==> config.mk <==
export PLATFORM = sky130hd
export DESIGN_NAME = ask_byte_deframer_flat
export DESIGN_NICKNAME = d
export VERILOG_FILES = /design/src/rtl/ask_byte_deframer_if.sv /design/src/rtl/ask_byte_deframer.sv /design/src/flat_wrapper.sv
export SDC_FILE = /design/constraint.sdc
export NUM_CORES = 1
export LEC_CHECK = 0
export CORE_MARGIN = 2
export CORE_UTILIZATION = 51
export CTS_CLUSTER_SIZE = 40
export DETAILED_ROUTE_END_ITERATION = 8
export PLACE_DENSITY = 0.75
export SKIP_CTS_REPAIR_TIMING = 1
export SLEW_MARGIN = 0
export SYNTH_ARGS = -nofsm -noshare
export SYNTH_HDL_FRONTEND = slang
export SYNTH_SLANG_ARGS = --single-unit
==> constraint.sdc <==
create_clock -name sampleclk -period 3.05 [get_ports sampleclk]
set_input_delay 0.4575 -clock sampleclk [delete_from_list [all_inputs] [get_ports sampleclk]]
set_output_delay 0.4575 -clock sampleclk [all_outputs]
set_load 0.05 [all_outputs]
==> src/rtl/ask_byte_deframer_if.sv <==
// Payload byte stream leaving the deframer: FIFO head byte with a
// valid/ready handshake. master = deframer side, slave = consumer side.
`timescale 1ns/1ps
interface ask_byte_deframer_if;
  logic [7:0] data_out;
  logic       data_valid;
  logic       data_ready;

  modport master (output data_out, output data_valid, input data_ready);
  modport slave  (input data_out, input data_valid, output data_ready);
endinterface

==> src/rtl/ask_byte_deframer.sv <==
// ask_byte_deframer: samples one bit per symbol from the syncroniser's gated
// symbol clock, assembles a length-prefixed frame and pushes the payload
// bytes into a small FIFO read out through a valid/ready interface.
`timescale 1ns/1ps
module ask_byte_deframer #(
  parameter int SAMPLES_PER_SYMBOL = 4,
  parameter int SAMPLE_PHASE       = 1,
  parameter int WATCHDOG_SYMBOLS   = 4,
  parameter int MAX_LEN            = 64,
  parameter int FIFO_DEPTH         = 4,
  parameter bit MSB_FIRST          = 1'b1
) (
  input  logic                        sampleclk,
  input  logic                        reset,
  input  logic                        serialin,
  input  logic                        symbclk_in,
  input  logic                        lock,
  ask_byte_deframer_if.master         dout,
  output logic [7:0]                  len_out,
  output logic                        frame_start,
  output logic                        frame_end,
  output logic                        frame_abort,
  output logic                        len_error,
  output logic                        overflow
);

  localparam int WD_LIMIT = WATCHDOG_SYMBOLS * SAMPLES_PER_SYMBOL;
  localparam int WD_W     = $clog2(WD_LIMIT + 1);
  localparam int PH_W     = $clog2(SAMPLES_PER_SYMBOL + 1);
  localparam int AW       = (FIFO_DEPTH > 1) ? $clog2(FIFO_DEPTH) : 1;
  localparam int CW       = AW + 1;
  localparam logic [7:0] MAX_LEN_B = 8'(MAX_LEN);

  typedef enum logic [1:0] {S_IDLE, S_LEN, S_PAYLOAD, S_DONE} state_t;

  state_t        state_q, state_d;
  logic          symb_q;
  logic          rise;
  logic          strobe;
  logic [7:0]    shift_q, shift_d;
  logic [7:0]    byte_new;
  logic [2:0]    bitcnt_q, bitcnt_d;
  logic [7:0]    remaining_q, remaining_d;
  logic [7:0]    len_q, len_d;
  logic          start_q, start_d;
  logic          end_q, end_d;
  logic          abort_q, abort_d;
  logic          lenerr_q, lenerr_d;
  logic          overflow_q, overflow_d;
  logic [WD_W-1:0] wd_q;
  logic          wd_expired;
  logic          in_frame;
  logic          push_req;

  logic [7:0]    mem_q [FIFO_DEPTH];
  logic [AW-1:0] wr_ptr_q, rd_ptr_q;
  logic [CW-1:0] count_q, count_d;
  logic          valid_q;
  logic          full, push, pop;

  // Symbol clock edge detector
  always_ff @(posedge sampleclk or posedge reset) begin
    if (reset) symb_q <= 1'b0;
    else       symb_q <= symbclk_in;
  end

  assign rise = symbclk_in & ~symb_q;

  // Bit strobe: SAMPLE_PHASE cycles after each rise; a new rise restarts the delay
  generate
    if (SAMPLE_PHASE == 0) begin : g_no_phase
      assign strobe = rise;
    end else begin : g_phase
      logic            pend_q;
      logic [PH_W-1:0] ph_q;
      // Delay counter between the detected rise and the sampling point
      always_ff @(posedge sampleclk or posedge reset) begin
        if (reset) begin
          pend_q <= 1'b0;
          ph_q   <= '0;
        end else if (rise) begin
          pend_q <= 1'b1;
          ph_q   <= PH_W'(SAMPLE_PHASE - 1);
        end else if (pend_q) begin
          if (ph_q == '0) pend_q <= 1'b0;
          else            ph_q   <= ph_q - PH_W'(1);
        end
      end
      assign strobe = pend_q && (ph_q == '0);
    end
  endgenerate

  // Byte value including the bit sampled this cycle
  assign byte_new = MSB_FIRST ? {shift_q[6:0], serialin} : {serialin, shift_q[7:1]};

  assign in_frame   = (state_q == S_LEN) || (state_q == S_PAYLOAD);
  assign wd_expired = (wd_q >= WD_W'(WD_LIMIT));

  // Watchdog: cycles since the last symbol clock rise while a frame is open
  always_ff @(posedge sampleclk or posedge reset) begin
    if (reset)                   wd_q <= '0;
    else if (rise || !in_frame)  wd_q <= '0;
    else if (!wd_expired)        wd_q <= wd_q + WD_W'(1);
  end

  // Frame FSM next state, byte assembly and event pulses
  always_comb begin
    state_d     = state_q;
    shift_d     = shift_q;
    bitcnt_d    = bitcnt_q;
    remaining_d = remaining_q;
    len_d       = len_q;
    start_d     = 1'b0;
    end_d       = 1'b0;
    abort_d     = 1'b0;
    lenerr_d    = 1'b0;
    push_req    = 1'b0;
    case (state_q)
      S_IDLE: begin
        bitcnt_d = 3'd0;
        if (strobe && lock) begin
          shift_d  = byte_new;
          bitcnt_d = 3'd1;
          state_d  = S_LEN;
        end
      end
      S_LEN: begin
        if (!lock || wd_expired) begin
          abort_d  = 1'b1;
          state_d  = S_IDLE;
          bitcnt_d = 3'd0;
          shift_d  = 8'd0;
        end else if (strobe) begin
          shift_d  = byte_new;
          bitcnt_d = bitcnt_q + 3'd1;
          if (bitcnt_q == 3'd7) begin
            if (byte_new == 8'd0 || byte_new > MAX_LEN_B) begin
              lenerr_d = 1'b1;
              state_d  = S_DONE;
            end else begin
              len_d       = byte_new;
              remaining_d = byte_new;
              start_d     = 1'b1;
              state_d     = S_PAYLOAD;
            end
          end
        end
      end
      S_PAYLOAD: begin
        if (!lock || wd_expired) begin
          abort_d  = 1'b1;
          state_d  = S_IDLE;
          bitcnt_d = 3'd0;
          shift_d  = 8'd0;
        end else if (strobe) begin
          shift_d  = byte_new;
          bitcnt_d = bitcnt_q + 3'd1;
          if (bitcnt_q == 3'd7) begin
            push_req = 1'b1;
            // remaining is always >= 1 here because a zero length never loads
            remaining_d = remaining_q - 8'd1;
            if (remaining_q == 8'd1) begin
              end_d   = 1'b1;
              state_d = S_DONE;
            end
          end
        end
      end
      S_DONE: begin
        bitcnt_d = 3'd0;
        if (!lock) state_d = S_IDLE;
      end
      default: state_d = S_IDLE;
    endcase
  end

  // Frame FSM state and registered event outputs
  always_ff @(posedge sampleclk or posedge reset) begin
    if (reset) begin
      state_q     <= S_IDLE;
      shift_q     <= 8'd0;
      bitcnt_q    <= 3'd0;
      remaining_q <= 8'd0;
      len_q       <= 8'd0;
      start_q     <= 1'b0;
      end_q       <= 1'b0;
      abort_q     <= 1'b0;
      lenerr_q    <= 1'b0;
    end else begin
      state_q     <= state_d;
      shift_q     <= shift_d;
      bitcnt_q    <= bitcnt_d;
      remaining_q <= remaining_d;
      len_q       <= len_d;
      start_q     <= start_d;
      end_q       <= end_d;
      abort_q     <= abort_d;
      lenerr_q    <= lenerr_d;
    end
  end

  // FIFO control: a pop frees the slot a same-cycle push needs when full
  assign pop        = valid_q && dout.data_ready;
  assign full       = (count_q == CW'(FIFO_DEPTH));
  assign push       = push_req && (!full || pop);
  assign overflow_d = overflow_q | (push_req && full && !pop);
  assign count_d    = count_q + CW'(push) - CW'(pop);

  // FIFO storage, one register per entry
  generate
    for (genvar gi = 0; gi < FIFO_DEPTH; gi++) begin : g_mem
      // Entry gi captures the payload byte when the write pointer selects it
      always_ff @(posedge sampleclk or posedge reset) begin
        if (reset)                                mem_q[gi] <= 8'd0;
        else if (push && (wr_ptr_q == AW'(gi)))   mem_q[gi] <= byte_new;
      end
    end
  endgenerate

  // FIFO pointers, occupancy, valid flag and sticky overflow
  always_ff @(posedge sampleclk or posedge reset) begin
    if (reset) begin
      wr_ptr_q   <= '0;
      rd_ptr_q   <= '0;
      count_q    <= '0;
      valid_q    <= 1'b0;
      overflow_q <= 1'b0;
    end else begin
      if (push) wr_ptr_q <= wr_ptr_q + AW'(1);
      if (pop)  rd_ptr_q <= rd_ptr_q + AW'(1);
      count_q    <= count_d;
      valid_q    <= (count_d != '0);
      overflow_q <= overflow_d;
    end
  end

  assign dout.data_out   = mem_q[rd_ptr_q];
  assign dout.data_valid = valid_q;
  assign len_out         = len_q;
  assign frame_start     = start_q;
  assign frame_end       = end_q;
  assign frame_abort     = abort_q;
  assign len_error       = lenerr_q;
  assign overflow        = overflow_q;

endmodule
==> src/flat_wrapper.sv <==
// flat-port wrapper written by rule: the top's interface ports become plain ports
module ask_byte_deframer_flat 
#(
  parameter int SAMPLES_PER_SYMBOL = 4,
  parameter int SAMPLE_PHASE       = 1,
  parameter int WATCHDOG_SYMBOLS   = 4,
  parameter int MAX_LEN            = 64,
  parameter int FIFO_DEPTH         = 4,
  parameter bit MSB_FIRST          = 1'b1
)
  (sampleclk, reset, serialin, symbclk_in, lock, len_out, frame_start, frame_end, frame_abort, len_error, overflow, dout_data_out, dout_data_valid, dout_data_ready);
  ask_byte_deframer_if dout_i ();
  input  logic sampleclk;
  input  logic reset;
  input  logic serialin;
  input  logic symbclk_in;
  input  logic lock;
  output logic [7:0] len_out;
  output logic frame_start;
  output logic frame_end;
  output logic frame_abort;
  output logic len_error;
  output logic overflow;
  output wire logic [$bits(dout_i.data_out)-1:0] dout_data_out;
  output wire logic [$bits(dout_i.data_valid)-1:0] dout_data_valid;
  input wire logic [$bits(dout_i.data_ready)-1:0] dout_data_ready;
  assign dout_data_out = dout_i.data_out;
  assign dout_data_valid = dout_i.data_valid;
  assign dout_i.data_ready = dout_data_ready;
  ask_byte_deframer #(.SAMPLES_PER_SYMBOL(SAMPLES_PER_SYMBOL), .SAMPLE_PHASE(SAMPLE_PHASE), .WATCHDOG_SYMBOLS(WATCHDOG_SYMBOLS), .MAX_LEN(MAX_LEN), .FIFO_DEPTH(FIFO_DEPTH), .MSB_FIRST(MSB_FIRST)) u_core (.sampleclk(sampleclk), .reset(reset), .serialin(serialin), .symbclk_in(symbclk_in), .lock(lock), .dout(dout_i), .len_out(len_out), .frame_start(frame_start), .frame_end(frame_end), .frame_abort(frame_abort), .len_error(len_error), .overflow(overflow));
endmodule
==> flow_metrics.env <==
export IMPL_irDropWorstVdd_v=0.0004278
export IMPL_clock_sinks=83
export IMPL_cts_tree="done"
export IMPL_viasPerCell=5.649
export IMPL_total_power_mw=3.168
export IMPL_clk_path_buf_depth=2
export IMPL_drt_iter0_drc=142
export IMPL_hold_path_class="in2async"
export IMPL_maxCapViolations=0
export IMPL_power_density_nw_per_um2=676.9
export IMPL_ys_types=50
export IMPL_clkPwrFrac=0.277
export IMPL_nFillCells=620
export IMPL_grt_start_max_net_pins=32
export IMPL_worst_setup_path_start_kind="flop"
export IMPL_utilization=0.6057
export IMPL_power_switching_mw=1.099
export IMPL_grt_pass1_vias=2768
export IMPL_grt_first_pass_wirelength_um=13320
export IMPL_status="completed"
export IMPL_area_growth_pct=15.43
export IMPL_cp_required_ps=3280
export IMPL_avgSynthCellArea_um2=11.82
export IMPL_pin_count=28
export IMPL_route_vias_total=2717
export IMPL_drc=0
export IMPL_period_share=0.9235
export IMPL_p_seq_frac=0.452
export IMPL_clk_latency_ps=360
export IMPL_synth_seq_cells=83
export IMPL_wl_per_cell_um=16.43
export IMPL_drive_gt1_frac=0.2190
export IMPL_initial_core_util=0.5248
export IMPL_fin_crit_ps=2817
export IMPL_layout_setup_ws_ps=233.5
export IMPL_clk_pin_slew_worst_paths_ps=90
export IMPL_row_count=32
export IMPL_diodes=0
export IMPL_synth_enable_flop_cells=0
export IMPL_ys_seq_area_frac=0.5122
export IMPL_final_hold_violation_count=0
export IMPL_max_freq_ghz=0.3550
export IMPL_final_cell_mix="dfrtp_1 (83), mux2_2 (39), nand2_1 (30)"
export IMPL_grt_total_usage=0.1992
export IMPL_worstPathArrival_ps=3050
export IMPL_setup_violations_final=0
export IMPL_core_um2=7727
export IMPL_dp_slack_ps=191.2
export IMPL_gp_congestion=0.9653
export IMPL_synth_ff_type="dfrtp_1"
export IMPL_p_leak_nw=2.177
export IMPL_dr_pass1_iters=5
export IMPL_wl_met1_um=3637
export IMPL_wl_met2_um=3887
export IMPL_htreeDepth=3
export IMPL_ys_warn_count=0
export IMPL_die_h_um=93.17
export IMPL_dr_max_layer_used="met4"
export IMPL_dp_hpwl_um=5526
export IMPL_cp_end_kind="flop"
export IMPL_die_w_um=93.17
export IMPL_power_switching_share=0.3468
export IMPL_r2r_cells=12
export IMPL_timing_rr_end="u_core.dout.data_valid$_DFF_PP0_"
export IMPL_fin_area_um2=4681
export IMPL_crit_type="reg2reg"
export IMPL_netlist_instances=343
export IMPL_fin_setup_tns_ps=0
export IMPL_async_flop_share=1.000
export IMPL_antenna_found_initial=0
export IMPL_final_common_cell="dfrtp_1"
export IMPL_placed_cell_area_um2=4456
export IMPL_root_buffer="clkbuf_8"
export IMPL_syn_area_um2=4055
export IMPL_clock_skew_final_ps=10.06
export IMPL_overflow=0
export IMPL_critPathMaxFanout=6
export IMPL_multiInputGateArea_um2=1818
export IMPL_timing_reg2reg_setup_slack_ps=230
export IMPL_intPower_mw=2.070
export IMPL_nNetsFinal=399
export IMPL_combinationalPowerShare=0.270
export IMPL_regArea_um2=2077
export IMPL_rsz0062_at_grt="no"
export IMPL_cts_buffers=9
export IMPL_reg2reg_from="u_core.g_phase.ph_q[0]$_DFFE_PP0P_"
export IMPL_met3_length_um=255
export IMPL_dieArea_um2=8681
export IMPL_slew_violations=0
export IMPL_synth_fp_nets=368
export IMPL_worstMarginPinSlew_ps=654.4
export IMPL_routed_wl_um=7902
export IMPL_numPortBuffers=27
export IMPL_final_antenna_net_count=0
export IMPL_maxSlewHeadroom=0.5628
==> cell usage after synthesis, types with 2 or more instances <==
| library cell | count | area (µm²) |
|---|---|---|
| nor4_1 | 4 | 25.02 |
| a2bb2oi_1 | 5 | 43.79 |
| xor2_1 | 2 | 17.52 |
| xnor2_1 | 8 | 70.07 |
| ha_1 | 18 | 225.2 |
| o21ai_0 | 13 | 65.06 |
| nand4_1 | 8 | 50.05 |
| a21oi_1 | 6 | 30.03 |
| or2_2 | 2 | 12.51 |
| nand3_1 | 11 | 55.05 |
| mux2_2 | 39 | 439.2 |
| mux4_2 | 8 | 180.2 |
| clkbuf_1 | 14 | 52.55 |
| nor2_1 | 14 | 52.55 |
| nand2_1 | 30 | 112.6 |
| nor2b_1 | 5 | 31.28 |
| dfrtp_1 | 83 | 2077 |
| a22o_1 | 3 | 26.28 |
| inv_1 | 23 | 86.33 |
| nor3_1 | 3 | 15.01 |
| a211oi_1 | 8 | 60.06 |
| mux2i_1 | 3 | 30.03 |
| nand2b_1 | 5 | 31.28 |
| buf_2 | 2 | 10.01 |
==> power groups by stage <==
stage / combinational [mW] / clock, mW / sequential, mW
floorplan: 0.746 / 0 / 1.33
global placement: 0.828 / 0 / 1.44
detailed placement: 0.860 / 0 / 1.45
CTS: 0.865 / 0.900 / 1.43
global route: 0.966 / 0.947 / 1.46
finish: 0.856 / 0.879 / 1.43
==> how the worst max path moves through the flow <==
stage                                            start                          endpoint  cells after the start  slack [ps]
floorplan           u_core.g_phase.ph_q[0]$_DFFE_PP0P_  u_core.dout.data_valid$_DFF_PP0_                     14         240
global placement                                  lock  u_core.dout.data_valid$_DFF_PP0_                     10         260
detailed placement                                lock  u_core.dout.data_valid$_DFF_PP0_                     10         190
CTS                 u_core.g_phase.ph_q[0]$_DFFE_PP0P_  u_core.dout.data_valid$_DFF_PP0_                     12         240
global route        u_core.g_phase.ph_q[0]$_DFFE_PP0P_  u_core.dout.data_valid$_DFF_PP0_                     12          60
finish              u_core.g_phase.ph_q[0]$_DFFE_PP0P_  u_core.dout.data_valid$_DFF_PP0_                     12         230
==> kinds of logic after synthesis <==
group	after synthesis	synth area share
XOR/XNOR	10	0.02160
multiplexers	50	0.1601
AO/OA/AOI/OAI	50	0.09288
flip-flops	83	0.5122
AND/OR/NAND/NOR	91	0.1132
adder cells (fa/ha/maj)	19	0.06048
buffers and inverters	40	0.03949
==> flip-flops by register name, summed over array words and instances (netlist names), 3 cells and up <==
register	flops
u_core.g_phase.ph_q	3
u_core.wd_q	5
u_core.count_q	3
u_core.mem_q	32
u_core.shift_q	7
u_core.len_out	8
u_core.bitcnt_q	3
u_core.remaining_q	8
==> per-layer routing <==
| metal | up-vias | global-route usage |
|---|---|---|
| met5 | - | 0 |
| met4 | 0 | 0.06985 |
| met3 | 13 | 0.05077 |
| met2 | 51 | 0.3213 |
| met1 | 1362 | 0.2632 |
| li1 | 1291 | - |
==> worst max-delay path, cell delays in order, from the launching register on <==
cell	delay [ps]
dfrtp_1	370
inv_1	60
ha_1	190
ha_1	240
and2_1	220
and4_1	230
nand2_1	130
inv_1	60
ha_1	210
fa_1	380
xnor2_1	210
xnor2_1	100
or3_1	300
==> per-stage QoR <==
step / hold slack (ps) / std cells
floorplan: 454.8 / 343
global route: 420.8 / 481
detailed placement: 483.5 / 465
finish: 391.1 / 481
global placement: 470.2 / 465
CTS: 404.3 / 481
==> cell type report <==
type / count / share of cell area
clock inverter: 7 / 0.02165
inverter: 23 / 0.01871
timing repair buffer: 37 / 0.07378
multi-input combinational: 220 / 0.3884
sequential: 83 / 0.4437
tap: 102 / 0.02727
clock buffer: 9 / 0.02646
(Power assumes the default switching activity.)
